File: config.mk
export PLATFORM = sky130hd
export DESIGN_NAME = operand_stack_ctrl
export DESIGN_NICKNAME = d
export VERILOG_FILES = /design/src/rtl/operand_stack_ctrl.sv
export SDC_FILE = /design/constraint.sdc
export NUM_CORES = 1
export LEC_CHECK = 0
export ABC_AREA = 1
export CAP_MARGIN = 5
export CELL_PAD_IN_SITES_DETAIL_PLACEMENT = 1
export CELL_PAD_IN_SITES_GLOBAL_PLACEMENT = 2
export CORE_ASPECT_RATIO = 0.5
export CORE_UTILIZATION = 29
export CTS_CLUSTER_DIAMETER = 80
export DETAILED_ROUTE_END_ITERATION = 6
export PLACE_DENSITY_LB_ADDON = 0.1
export SYNTH_ARGS = -nofsm -noshare
export SYNTH_HDL_FRONTEND = slang
export SYNTH_SLANG_ARGS = --single-unit
File: constraint.sdc
create_clock -name clk_i -period 4.35 [get_ports clk_i]
set_input_delay 1.0875 -clock clk_i [delete_from_list [all_inputs] [get_ports clk_i]]
set_output_delay 1.0875 -clock clk_i [all_outputs]
set_load 0.01 [all_outputs]
File: src/rtl/operand_stack_ctrl.sv
// -----------------------------------------------------------------------------
// operand_stack_ctrl
//   Operand-stack controller for a calculator datapath. It sits directly in
//   front of a 2**ADDR_W x DATA_W RAM that writes on the falling clock edge
//   while EN=1 and reads RAM[ADDR] combinationally. It accepts PUSH / POP /
//   PEEK / CLEAR commands over a valid/ready handshake. Each command passes
//   through IDLE -> EXEC -> RESP. The result comes back over a response
//   handshake.
//
//   Optional build macro: STACK_OVERWRITE_EN
//     defined   : PUSH on a full stack overwrites the top entry (no error)
//     undefined : PUSH on a full stack is an overflow error
//
// Ports
//   clk_i          clock, all state on the rising edge
//   rst_ni         asynchronous reset, active low
//   cmd_valid_i    command present
//   cmd_ready_o    controller idle and accepting
//   cmd_op_i       00 PUSH, 01 POP, 10 PEEK, 11 CLEAR
//   cmd_data_i     operand for PUSH
//   rsp_valid_o    response present
//   rsp_ready_i    consumer accepts response
//   rsp_data_o     popped/peeked operand, 0 for PUSH/CLEAR/error
//   rsp_err_o      overflow or underflow
//   mem_addr_o     RAM address
//   mem_en_o       RAM write enable
//   mem_wdata_o    RAM write data
//   mem_rdata_i    RAM read data (combinational)
//   depth_cnt_o    current entry count, 0..DEPTH
//   full_o         depth_cnt_o == DEPTH
//   empty_o        depth_cnt_o == 0
// -----------------------------------------------------------------------------
module operand_stack_ctrl #(
  parameter int unsigned ADDR_W    = 9,
  parameter int unsigned DATA_W    = 16,
  parameter int unsigned DEPTH     = 512,
  parameter int unsigned BASE_ADDR = 0
) (
  input  logic              clk_i,
  input  logic              rst_ni,
  input  logic              cmd_valid_i,
  output logic              cmd_ready_o,
  input  logic [1:0]        cmd_op_i,
  input  logic [DATA_W-1:0] cmd_data_i,
  output logic              rsp_valid_o,
  input  logic              rsp_ready_i,
  output logic [DATA_W-1:0] rsp_data_o,
  output logic              rsp_err_o,
  output logic [ADDR_W-1:0] mem_addr_o,
  output logic              mem_en_o,
  output logic [DATA_W-1:0] mem_wdata_o,
  input  logic [DATA_W-1:0] mem_rdata_i,
  output logic [ADDR_W:0]   depth_cnt_o,
  output logic              full_o,
  output logic              empty_o
);

  // The stack must fit in the RAM without wrapping.
  if (64'(BASE_ADDR) + 64'(DEPTH) > (64'd1 << ADDR_W)) begin : g_size_check
    $error("operand_stack_ctrl: BASE_ADDR + DEPTH exceeds RAM size");
  end

  typedef enum logic [1:0] {
    ST_IDLE = 2'b00,
    ST_EXEC = 2'b01,
    ST_RESP = 2'b10
  } state_e;

  typedef enum logic [1:0] {
    OP_PUSH  = 2'b00,
    OP_POP   = 2'b01,
    OP_PEEK  = 2'b10,
    OP_CLEAR = 2'b11
  } op_e;

  localparam logic [ADDR_W-1:0] BASE_A   = ADDR_W'(BASE_ADDR);
  localparam logic [ADDR_W-1:0] ADDR_ONE = ADDR_W'(1'b1);
  localparam logic [ADDR_W:0]   CNT_MAX  = (ADDR_W + 1)'(DEPTH);
  localparam logic [ADDR_W:0]   CNT_ONE  = (ADDR_W + 1)'(1'b1);
`ifdef STACK_OVERWRITE_EN
  localparam logic [ADDR_W-1:0] TOP_A    = ADDR_W'(BASE_ADDR + DEPTH - 1);
`endif

  state_e              state_q, state_d;
  op_e                 op_q, op_d;
  logic                err_q, err_d;
  logic                cmd_ready_q, cmd_ready_d;
  logic                rsp_valid_q, rsp_valid_d;
  logic [DATA_W-1:0]   rsp_data_q, rsp_data_d;
  logic                rsp_err_q, rsp_err_d;
  logic [ADDR_W-1:0]   mem_addr_q, mem_addr_d;
  logic                mem_en_q, mem_en_d;
  logic [DATA_W-1:0]   mem_wdata_q, mem_wdata_d;
  logic [ADDR_W:0]     depth_q, depth_d;
  logic                full_s, empty_s;

  assign full_s  = (depth_q == CNT_MAX);
  assign empty_s = (depth_q == '0);

  // Next-state and next-output logic of the command FSM.
  always_comb begin
    state_d     = state_q;
    op_d        = op_q;
    err_d       = err_q;
    cmd_ready_d = cmd_ready_q;
    rsp_valid_d = rsp_valid_q;
    rsp_data_d  = rsp_data_q;
    rsp_err_d   = rsp_err_q;
    mem_addr_d  = mem_addr_q;
    mem_en_d    = mem_en_q;
    mem_wdata_d = mem_wdata_q;
    depth_d     = depth_q;

    case (state_q)
      ST_IDLE: begin
        if (cmd_valid_i && cmd_ready_q) begin
          op_d        = op_e'(cmd_op_i);
          err_d       = 1'b0;
          cmd_ready_d = 1'b0;
          mem_en_d    = 1'b0;
          state_d     = ST_EXEC;
          case (op_e'(cmd_op_i))
            OP_PUSH: begin
              if (!full_s) begin
                mem_addr_d  = BASE_A + depth_q[ADDR_W-1:0];
                mem_wdata_d = cmd_data_i;
                mem_en_d    = 1'b1;
              end else begin
`ifdef STACK_OVERWRITE_EN
                mem_addr_d  = TOP_A;
                mem_wdata_d = cmd_data_i;
                mem_en_d    = 1'b1;
`else
                err_d       = 1'b1;
`endif
              end
            end
            OP_POP, OP_PEEK: begin
              if (!empty_s) begin
                mem_addr_d = BASE_A + depth_q[ADDR_W-1:0] - ADDR_ONE;
              end else begin
                err_d = 1'b1;
              end
            end
            default: begin
              // CLEAR touches no RAM.
              err_d = 1'b0;
            end
          endcase
        end else begin
          state_d = ST_IDLE;
        end
      end

      ST_EXEC: begin
        // The RAM write (if any) happened on this cycle's falling edge.
        mem_en_d    = 1'b0;
        rsp_valid_d = 1'b1;
        rsp_err_d   = err_q;
        state_d     = ST_RESP;
        if ((op_q == OP_POP || op_q == OP_PEEK) && !err_q) begin
          rsp_data_d = mem_rdata_i;
        end else begin
          rsp_data_d = '0;
        end
        case (op_q)
          OP_PUSH: begin
            // An overwrite on a full stack keeps the count at DEPTH.
            if (!err_q && !full_s) begin
              depth_d = depth_q + CNT_ONE;
            end else begin
              depth_d = depth_q;
            end
          end
          OP_POP: begin
            if (!err_q) begin
              depth_d = depth_q - CNT_ONE;
            end else begin
              depth_d = depth_q;
            end
          end
          OP_CLEAR: depth_d = '0;
          default:  depth_d = depth_q;
        endcase
      end

      ST_RESP: begin
        if (rsp_ready_i) begin
          rsp_valid_d = 1'b0;
          rsp_err_d   = 1'b0;
          rsp_data_d  = '0;
          cmd_ready_d = 1'b1;
          state_d     = ST_IDLE;
        end else begin
          state_d = ST_RESP;
        end
      end

      default: begin
        state_d     = ST_IDLE;
        cmd_ready_d = 1'b1;
        rsp_valid_d = 1'b0;
        rsp_err_d   = 1'b0;
        rsp_data_d  = '0;
        mem_en_d    = 1'b0;
      end
    endcase
  end

  // State and registered outputs.
  always_ff @(posedge clk_i or negedge rst_ni) begin
    if (!rst_ni) begin
      state_q     <= ST_IDLE;
      op_q        <= OP_PUSH;
      err_q       <= 1'b0;
      cmd_ready_q <= 1'b1;
      rsp_valid_q <= 1'b0;
      rsp_data_q  <= '0;
      rsp_err_q   <= 1'b0;
      mem_addr_q  <= BASE_A;
      mem_en_q    <= 1'b0;
      mem_wdata_q <= '0;
      depth_q     <= '0;
    end else begin
      state_q     <= state_d;
      op_q        <= op_d;
      err_q       <= err_d;
      cmd_ready_q <= cmd_ready_d;
      rsp_valid_q <= rsp_valid_d;
      rsp_data_q  <= rsp_data_d;
      rsp_err_q   <= rsp_err_d;
      mem_addr_q  <= mem_addr_d;
      mem_en_q    <= mem_en_d;
      mem_wdata_q <= mem_wdata_d;
      depth_q     <= depth_d;
    end
  end

  assign cmd_ready_o = cmd_ready_q;
  assign rsp_valid_o = rsp_valid_q;
  assign rsp_data_o  = rsp_data_q;
  assign rsp_err_o   = rsp_err_q;
  assign mem_addr_o  = mem_addr_q;
  assign mem_en_o    = mem_en_q;
  assign mem_wdata_o = mem_wdata_q;
  assign depth_cnt_o = depth_q;
  assign full_o      = full_s;
  assign empty_o     = empty_s;

endmodule

======== Word-level counts from Yosys, hierarchy flattened ========
Cells that the tools add are included.
cells by class
  reductions and logical operators ........ 20
  bitwise gates (word level) .............. 4
  equality and inequality tests ........... 14
  add/subtract/negate cells ............... 3
  multiplexer cells ....................... 25
operators by type and width
  operator               count
  $pmux 16 s3            1
  $mux 16                2
  $pmux 10 s3            1
  $mux 10                2
  $mux 9                 2
  $pmux 9 s2             1
  $ne 2x2->1 const B     6
  $add 10x1->10 const B  1
  $eq 10x10->1 const B   1
  $logic_not 10->1       1
  $sub 10x1->10 const B  1
  $mux 1                 9
  $pmux 1 s3             3
  $sub 9x1->9 const B    1
  $eq 2x2->1 const B     4
  $reduce_and 4->1       2
  $eq 2x1->1 const B     3
  $logic_not 2->1        3
  $pmux 2 s3             1
  $reduce_and 2->1       3
  $reduce_and 5->1       1
  $not 1->1              4
  $pmux 1 s2             2
  $logic_and 1x1->1      3
  other kinds (7)        8
word-level totals
  input bits .............................. 38
  bits in registers ....................... 60
  output and inout port bits .............. 57
  word-level logic and storage cells ...... 77

======== Logic depth before layout (Yosys ltp) ========
  depth in word-level cells ............... 5
  gate-level depth with buffers ........... 14
  mapped depth without buffers ............ 14

======== Least setup slack after synthesis ========
Ideal clock, no wire load.
  kind .................................... input-to-reg
  start ................................... input port cmd_op_i[0]
  end ..................................... register mem_addr_q[7] (netlist: mem_addr_o[7])
  buffers on the path ..................... 1
  slack ................................... 2.022 ns
  stages on the path ...................... 10
  arrival time ............................ 2.262 ns
  setup time .............................. 0.066 ns
  required time ........................... 4.284 ns
  path through ............................ inv_1 -> ha_1 -> buf_2 -> inv_1 -> nor2_1 -> nand4_1 -> nor3_1 -> xor2_1 -> nand2_1 -> nand2_1
between the ends
  cells in the longest elaborated chain, start to end .. 4
  elaborated cells between the ends (all ways) .. 9
  those cells by class .................... eq/ne: 4; mux: 1; reduce/logical: 4
ends and longest elaborated chain
  element                                                    line  RTL
  start: declaration                                         43    input logic [1:0] cmd_op_i,
  $eq 2x1->1 or $eq 2x2->1 (tied branches)                   122   case (op_e'(cmd_op_i))
  $reduce_or 2->1                                            122
  $ne 2x2->1 (no line) or $reduce_bool 2->1 (tied branches)  -
  $reduce_and 5->1 (no line)                                 -
  end signal: assignment                                     232   mem_addr_q <= mem_addr_d;
  end: declaration                                           91    logic [ADDR_W-1:0] mem_addr_q, mem_addr_d;
Several ways; a longest one is shown, not always the timed one.
A chain may end at the register's enable or synchronous reset.

======== Worst setup path after layout ========
  start ................................... register depth_q[0] (netlist: depth_cnt_o[0])
  end ..................................... output port full_o
between the ends
  cells in the longest elaborated chain, start to end .. 1
ends and longest elaborated chain
  element                   line  RTL
  start: declaration        94    logic [ADDR_W:0] depth_q, depth_d;
  start signal: assignment  235   depth_q <= depth_d;
  $eq 10x10->1              97    assign full_s = (depth_q == CNT_MAX);
  end: declaration          54    output logic full_o,
Every way passes these cells.

==> results.sh <==
export IMPL_clkSlewWorstSetupHoldPaths_ns=0.05
export IMPL_crit_required_ns=3.26
export IMPL_dp_hpwl_mm=6.87
export IMPL_cp_slowest_cell="clkdlybuf4s50_1"
export IMPL_via_per_inst=4.52
export IMPL_seq_area_frac_synth_pct=47.1
export IMPL_min_to="rsp_data_o[3]"
export IMPL_cpMostUsedCell="inv_1"
export IMPL_r2r_end="depth_cnt_o[8]"
export IMPL_synth_edf_count=0
export IMPL_crit_path_max_fanout=6
export IMPL_path_delay_family="buffers and inverters"
export IMPL_syn_area_um2=3190
export IMPL_yosys_area_share_xor_xnor_pct=3.29
export IMPL_ys_types=37
export IMPL_synthMuxAreaShare_pct=6.71
export IMPL_synth_top_family_by_area="simple AND/OR/NAND/NOR gates"
export IMPL_worst_r2r_cell_count=9
export IMPL_drt_iter0_drc=111
export IMPL_drcViolationCount=0
export IMPL_ant_nets=0
export IMPL_grt_pass1_vias=3013
export IMPL_place_inst=605
export IMPL_fp_dieH_um=76.2
export IMPL_routabilityCongestion=0.821
export IMPL_core_um2=10400
export IMPL_numCtsBuffers=9
export IMPL_synth_top_cell_by_area="dfrtp_1"
export IMPL_die_area_um2=11500
export IMPL_multi_input_area_um2=1450
export IMPL_synthFlopType="dfrtp_1"
export IMPL_sw_frac_of_total_pct=37.6
export IMPL_ir_worst_vdd_mv=0.339
export IMPL_hold_depth=2
export IMPL_ff_latch_area_um2=1500
export IMPL_drive_gt1_share_pct=10.8
export IMPL_clk_path_buf_depth=2
export IMPL_crit_chain="inv_1 -> ha_1 -> nand2_1 -> nor2_2 -> nand3_2 -> inv_1 -> clkdlybuf4s50_1"
export IMPL_startpoint_type="register"
export IMPL_synth_nets=424
export IMPL_row_count=26
export IMPL_antenna_cells=0
export IMPL_clkPwrFrac_pct=25.0
export IMPL_slowest_delay_ns=0.54
export IMPL_cts_hold_buf=0
export IMPL_grt_usage_pct=17.4
export IMPL_post_cts_setup_buffers=0
export IMPL_yosys_top_cells_area="dfrtp_1 46%, nand2_1 13%, inv_1 5.5%"
export IMPL_power_density_nw_per_um2=742
export IMPL_crit_buf_inv=3
export IMPL_wl_per_cell_um=14.7
export IMPL_r2r_start="op_q[1]"
export IMPL_max_freq_mhz=311
export IMPL_vias=2809
export IMPL_maxCapViolations=0
export IMPL_nets=524
export IMPL_grt_max_degree=41
export IMPL_cts_root_buf="clkbuf_16"
export IMPL_cts_sinks=60
export IMPL_slew_headroom_pct=36.1
export IMPL_syn_avg_cell_area_um2=8.49
export IMPL_io_buffers=94
export IMPL_r2r_slack_ns=1.98
export IMPL_wl_mm=9.15
export IMPL_internal_power_uw=2150
export IMPL_critical_path_class="register to output pin"
export IMPL_die_w_um=150
export IMPL_rsz0062_at_grt="false"
export IMPL_synth_top_area_share_pct=46.3
export IMPL_fin_setup_tns_ns=0
export IMPL_async_flop_share_pct=100
export IMPL_maxSlewViolCount=0
export IMPL_fin_cells=621
export IMPL_antenna_found_initial=0
export IMPL_grt_overflow_total=0
export IMPL_yosys_top_cells_count="110 x nand2_1, 59 x dfrtp_1, 47 x inv_1"
export IMPL_seqPwrFrac_pct=28.6
export IMPL_synth_simple_gate_area_share_pct=22.9
export IMPL_areaGrowthSynthToFinish_pct=45.2
export IMPL_period_minus_slack_ns=3.21
export IMPL_htree_levels=3
export IMPL_synth_adder_area_share_pct=3.92
export IMPL_initial_core_util_pct=30.6
export IMPL_firstDrtPassIters=4
export IMPL_hold_viol=0
export IMPL_clk_latency_ns=0.33
export IMPL_final_period_utilization_pct=73.8
export IMPL_ys_seq_elements=60
export IMPL_min_delay_start="rsp_data_o[3]"
export IMPL_crit_arrival_ns=2.12
export IMPL_synth_compound_area_share_pct=8.63
export IMPL_worst_pin_slew_ns=0.959
export IMPL_fillCellCount=1189
export IMPL_cts_tree="done"
export IMPL_p_comb_share_pct=46.4
export IMPL_yosysWarnings=0
export IMPL_grt_pass1_wl_mm=15.6
export IMPL_leakagePower_uw=0.00224
export IMPL_crit_path_end_kind="output pin"
export IMPL_power_net_switching_uw=1290
export IMPL_cts_resized=0
export IMPL_finalSetupViolCount=0
export IMPL_boundaryPins=95
export IMPL_status="completed"
export IMPL_synth_most_common_cell="nand2_1"
export IMPL_final_setup_skew_ns=0.00545
export IMPL_hold_path_class="register to register"
export IMPL_postSynthCellCount=376
==> power by group through the flow <==
stage / Sequential (uW) / Clock (uW) / Combinational, uW
detailed placement: 989 / 0 / 1610
global placement: 981 / 0 / 1580
CTS: 990 / 882 / 1620
finish: 984 / 859 / 1600
floorplan: 1060 / 0 / 802
global route: 1020 / 904 / 1770
==> per-stage QoR <==
step / hold slack (ns) / util, % / total power [uW] / instance area [um2] / setup slack, ns
final: 0.484 / 44.4 / 3440 / 4630 / 1.14
after global routing: 0.496 / 44.4 / 3700 / 4630 / 0.937
after CTS: 0.488 / 44.4 / 3490 / 4630 / 1.11
after detailed placement: 0.463 / 40.9 / 2600 / 4270 / 1.28
after global placement: 0.462 / 40.9 / 2560 / 4270 / 1.30
after floorplan: 0.489 / - / 1860 / 3190 / 2.02
==> worst max-delay path by stage <==
stage,startpoint,endpoint,slack [ns],cells after the start
2_1_floorplan,cmd_op_i[0],mem_addr_o[7],2.02,10
3_3_place_gp,cmd_op_i[0],mem_addr_o[7],1.30,10
3_5_place_dp,cmd_op_i[1],mem_addr_o[7],1.28,10
4_1_cts,depth_cnt_o[0],full_o,1.11,7
5_1_grt,depth_cnt_o[0],full_o,0.94,7
6_report,depth_cnt_o[0],full_o,1.14,7
==> kinds of logic (layout without fill, tap and decap cells) <==
| logic type | after synthesis | after routing |
|---|---|---|
| AND/OR/NAND/NOR | 168 | 168 |
| buffers and inverters | 60 | 165 |
| XOR/XNOR | 12 | 12 |
| flip-flops | 60 | 60 |
| adder cells (fa/ha/maj) | 10 | 10 |
| AO/OA/AOI/OAI | 50 | 50 |
| multiplexers | 16 | 16 |
==> final cells by class <==
| class | instances | area share (%) |
|---|---|---|
| Sequential cell | 60 | 32.4 |
| Inverter | 54 | 4.37 |
| Tap cell | 140 | 3.78 |
| Timing Repair Buffer | 95 | 20.4 |
| Multi-Input combinational cell | 256 | 31.3 |
| Clock buffer | 11 | 5.46 |
| Clock inverter | 5 | 2.30 |
==> per-layer routing <==
| metal | track usage (%) | routed length (um) | vias up |
|---|---|---|---|
| met1 | 23.2 | 4300 | 1342 |
| met5 | 0 | 0 | - |
| met2 | 27.1 | 4190 | 61 |
| li1 | - | - | 1397 |
| met3 | 6.17 | 584 | 9 |
| met4 | 3.43 | 80 | 0 |
==> worst min-delay path, stage by stage (launching register included) <==
cell     delay, ns
dfrtp_1       0.34
nand2_1       0.05
o21ai_0       0.06
==> cell usage in the layout (no fill, tap or decap), types with 2 or more instances in the layout <==
cell type and instances:
nand2_1 110, clkdlybuf4s50_1 93, dfrtp_1 59, inv_1 47
o21ai_0 34, nor2_1 21, nand3_1 18, ha_1 10
xor2_1 9, mux2_4 9, clkbuf_16 9, mux2_2 7
inv_2 6, o21ai_1 6, nor3_1 5, nand4_1 4
nand2_2 3, xnor2_1 3, bufinv_16 3, nor2_4 2
o22ai_1 2, clkbuf_8 2
==> sequential cells by signal, indices dropped and copies added (netlist names) <==
name and count:
err_q 1, mem_wdata_o 16, state_q 2, mem_en_o 1
op_q 2, rsp_data_o 16, depth_cnt_o 10, cmd_ready_o 1
mem_addr_o 9, rsp_err_o 1, rsp_valid_o 1
Note: power is estimated with default switching activity, not from simulation.
